===== src/rtl/instr_rom.sv =====
// Fixed 64-word instruction memory for the fetch stage: combinational read
// plus a one-cycle registered copy with a valid flag for pipelined consumers.
module instr_rom #(
  parameter int unsigned N = 32
) (
  input  logic         clk,
  input  logic         reset,
  input  logic [5:0]   addr,
  output logic [N-1:0] q,
  output logic [N-1:0] q_r,
  output logic         q_r_valid
);

  localparam int unsigned DEPTH  = 64;
  localparam int unsigned WORD_W = 32;

  // Program image, index 0 first; entries 47..63 are empty
  localparam logic [WORD_W-1:0] ROM [DEPTH] = '{
    32'hf8000001, 32'hf8008002, 32'hf8000203, 32'h8b050083,
    32'hf8018003, 32'hcb050083, 32'hf8020003, 32'hcb0a03e4,
    32'hf8028004, 32'h8b040064, 32'hf8030004, 32'hcb030025,
    32'hf8038005, 32'h8a1f0145, 32'hf8040005, 32'h8a030145,
    32'hf8048005, 32'h8a140294, 32'hf8050014, 32'haa1f0166,
    32'hf8058006, 32'haa030166, 32'hf8060006, 32'hf840000c,
    32'h8b1f0187, 32'hf8068007, 32'hf807000c, 32'h8b0e01bf,
    32'hf807801f, 32'hb4000040, 32'hf8080015, 32'hf8088015,
    32'h8b0103e2, 32'hcb010042, 32'h8b0103f8, 32'hf8090018,
    32'h8b080000, 32'hb4ffff82, 32'hf809001e, 32'h8b1e03de,
    32'hcb1503f5, 32'h8b1403de, 32'hf85f83d9, 32'h8b1e03de,
    32'h8b1003de, 32'hf81f83d9, 32'hb400001f, 32'h00000000,
    32'h00000000, 32'h00000000, 32'h00000000, 32'h00000000,
    32'h00000000, 32'h00000000, 32'h00000000, 32'h00000000,
    32'h00000000, 32'h00000000, 32'h00000000, 32'h00000000,
    32'h00000000, 32'h00000000, 32'h00000000, 32'h00000000
  };

  // Zero-extend stored words into wider datapaths
  assign q = N'(ROM[addr]);

  always_ff @(posedge clk) begin
    if (reset) begin
      q_r       <= '0;
      q_r_valid <= 1'b0;
    end else begin
      q_r       <= q;
      q_r_valid <= 1'b1;
    end
  end

endmodule


===== config.mk =====
export PLATFORM = sky130hd
export DESIGN_NAME = instr_rom
export DESIGN_NICKNAME = d
export VERILOG_FILES = /design/src/rtl/instr_rom.sv
export SDC_FILE = /design/constraint.sdc
export NUM_CORES = 1
export LEC_CHECK = 0
export ABC_CLOCK_PERIOD_IN_PS = 4000
export CELL_PAD_IN_SITES_DETAIL_PLACEMENT = 1
export CELL_PAD_IN_SITES_GLOBAL_PLACEMENT = 2
export CORE_MARGIN = 4
export CORE_UTILIZATION = 28
export CTS_CLUSTER_DIAMETER = 150
export DETAILED_ROUTE_END_ITERATION = 12
export GPL_TIMING_DRIVEN = 0
export PLACE_DENSITY_LB_ADDON = 0.25
export SETUP_SLACK_MARGIN = 0.4
export SLEW_MARGIN = 10
export SYNTH_ARGS = -nofsm -noshare
export SYNTH_HDL_FRONTEND = slang
export SYNTH_SLANG_ARGS = --single-unit

===== constraint.sdc =====
create_clock -name clk -period 4 [get_ports clk]
set_clock_uncertainty 0.05 [all_clocks]
set_input_delay 0.8 -clock clk [delete_from_list [all_inputs] [get_ports clk]]
set_output_delay 0.8 -clock clk [all_outputs]
set_load 0.005 [all_outputs]

==> flow_summary_export.csv <==
group,metric,value,unit
route,dr_total_vias,2746,
timing,slew_violations,0,
clock_network,cts_buffers,3,
clock_network,htreeDepth,1,
synth,yosys.area.top_type,"dfxtp_1",
synth,syn_inst,311,
setup_path,path_depth,8,
global_route,grt_pass1_vias,2817,
synth,ys_seq_area_share,22.7,%
run,drv_cap,0,
route,ant_nets,0,
setup_path,critPathMaxStageDelay,500,ps
global_route,grt_pass1_wl,16.6,mm
finish,area_growth,50.6,%
route,wirelength,10.4,mm
route,drc,0,
timing,tightest_slew,630,ps
clock_network,numClockSinks,27,
setup_path,critical_path_peak_fanout,13,
synth,ys.warnings.count,0,
setup_path,cp_top_family,"buffers and inverters",
hold_path,hold_depth,4,
synth,syn_area,2380,um2
floorplan,die_x,100,um
floorplan,die_h,100,um
finish,drive_gt1_share,26.1,%
timing,post-route-period-util,91.1,%
floorplan,design.core.area,8260,um2
global_route,grt_usage,21.2,%
placed_design,dp_hpwl,7.80,mm
synth,synth-edff-count,0,
pwr,irDropWorstVdd,72.4,uV
finish,fin_util,43.4,%
synth,synth_most_common_cell,"nand2_1",
route,wire_per_inst,20.9,um
timing,hold_violations,0,
placed_design,io_buffers,72,
hold_path,hp-class,"primary input to flop",
floorplan,rows,33,
setup_path,path_class,"primary input to output port",
timing,slew_headroom,58.0,%
setup_path,cp-end-kind,"output port",
synth,synth_top_area_share,22.7,%
synth,ys_ff_latch,27,
pwr,p_per_area,225,nW/um2
setup_path,cp.arrival,2800,ps
clock_network,clk_pin_slew,100,ps
global_route,grt_max_degree,16,
synth,synth.top_cells.by_count,"nand2_1, dfxtp_1, a21oi_1",
floorplan,start_util,28.8,%
pwr,power_leakage,1.45,nW
setup_path,slowest_stage,"clkdlybuf4s50_1",
synth,synth_ff_type,"dfxtp_1",
route,drt-initial-drc-count,154,
pwr,totalPowerFinal,0.000806,W
placed_design,dpl_cell_area,3230,um2
synth,syn_nets,331,
timing,clock.fmax,274,MHz
synth,avgSynthCellArea,7.66,um2
finish,final_area,3580,um2
finish,antenna_cells,0,
setup_path,worst-path-buf-inv,3,
timing,rsz0062_at_grt,"yes",
setup_path,cp-start-kind,"primary input",
floorplan,dieArea,10000,um2
clock_network,cts_tree,"yes",
global_route,overflow,0,
clock_network,cts-root-buf,"clkbuf_8",
timing,setup_viol,0,
synth,async_reset_ff_share,0,%
global_route,antenna_found_initial,0,
outcome,status,"completed",
setup_path,cp_cell_sequence,"clkbuf_4, ha_1, clkbuf_4, mux2i_2, nor2_1, o41a_1, nand2_1, clkdlybuf4s50_1",
clock_network,cts_max_path_buffers,2,
placed_design,gp_congestion,0.935,
finish,final_nets,415,
setup_path,critPathRequiredTime,3150,ps
route,routed_via_density,5.50,
timing,finalCriticalPeriod,3650,ps
route,dr.pass1.iters,4,
synth,netlist_top_cells_area,"dfxtp_1, ha_1, buf_4",
synth,ys_types,59,
setup_path,cpMostUsedCell,"clkbuf_4",
floorplan,boundaryPins,73,
==> cell usage in the layout (no fill, tap or decap), types with 3 or more instances in the layout <==
| cell | instances |
|---|---|
| dlygate4sd2_1 | 5 |
| dlymetal6s2s_1 | 3 |
| a21oi_2 | 3 |
| o21ai_0 | 10 |
| buf_2 | 3 |
| mux2i_1 | 8 |
| nand2_1 | 30 |
| nor2b_1 | 6 |
| dfxtp_1 | 27 |
| clkbuf_8 | 3 |
| and2_1 | 8 |
| buf_4 | 29 |
| buf_6 | 10 |
| ha_1 | 8 |
| o211ai_1 | 3 |
| nor3_1 | 4 |
| nand3_1 | 13 |
| clkdlybuf4s50_1 | 60 |
| o221ai_2 | 3 |
| nor2_2 | 3 |
| nand2b_1 | 19 |
| nor2_1 | 19 |
| o31ai_2 | 3 |
| nand3b_1 | 3 |
| a21oi_1 | 21 |
| a21o_1 | 4 |
| ha_2 | 3 |
| a31oi_1 | 8 |
| inv_2 | 3 |
| clkbuf_4 | 3 |
| a211oi_2 | 3 |
| a221o_1 | 3 |
==> final timing paths <==
kind / start / end
min: addr[3] / q_r[26]$_SDFF_PP0_
max: addr[1] / q[1]
==> per-layer routing <==
metal	track usage [%]	vias to the layer above	wire (um)	part of all wire [%]
met3	2.99	17	789	7.6
met2	34.7	113	4790	46
met1	28.9	1340	4610	44
met4	6.53	0	223	2.1
li1	-	1276	-	-
met5	0	-	0	0
==> report_power, final <==
part,switching (W),internal [W]
Clock,0.0000961,0.0000702
Combinational,0.000184,0.000166
Sequential,0.00000424,0.000286
Total,0.000284,0.000522
==> through the flow <==
step,worst slack [ps],setup TNS (ps),std cells,hold WS [ps]
3_3_place_gp,-894,-18480,488,1410
2_1_floorplan,964,0,311,861
3_5_place_dp,-958,-18930,488,1420
4_1_cts,356,0,497,1080
5_1_grt,285,0,499,1120
6_report,355,0,499,1080
==> registers in the layout, summed over array words and instances (netlist names) <==
register   cells
q_r           26
q_r_valid      1
==> cell families (layout without fill, tap and decap cells) <==
| kind of cell | Yosys count | after routing | share of synthesized area (%) |
|---|---|---|---|
| fa+ha+maj | 12 | 12 | 6.31 |
| simple gates | 126 | 126 | 27.3 |
| compound gates | 87 | 87 | 25.6 |
| buf+inv | 48 | 131 | 12.8 |
| flops | 27 | 27 | 22.7 |
| mux | 11 | 11 | 5.20 |
==> final cells by class <==
| type | count | area, um2 |
|---|---|---|
| repair buffers | 79 | 764 |
| multi-input cells | 236 | 1730 |
| clock inverters | 1 | 5.00 |
| fillers | 990 | 4670 |
| flip-flops and latches | 27 | 541 |
| clock buffers | 3 | 41.3 |
| inverters | 8 | 40.0 |
| plain buffers | 40 | 328 |
| well taps | 105 | 131 |
==> repair_timing <==
action / 4_1_cts / 5_1_grt
setup buffers: 5 / 2
endpoints found under the setup margin: 32 / 28
hold buffers: 0 / 0
pin swaps: 6 / 6
resized for setup: 62 / 35
endpoints found under the hold margin: 0 / 0
Note: power is estimated with default switching activity, not from simulation.
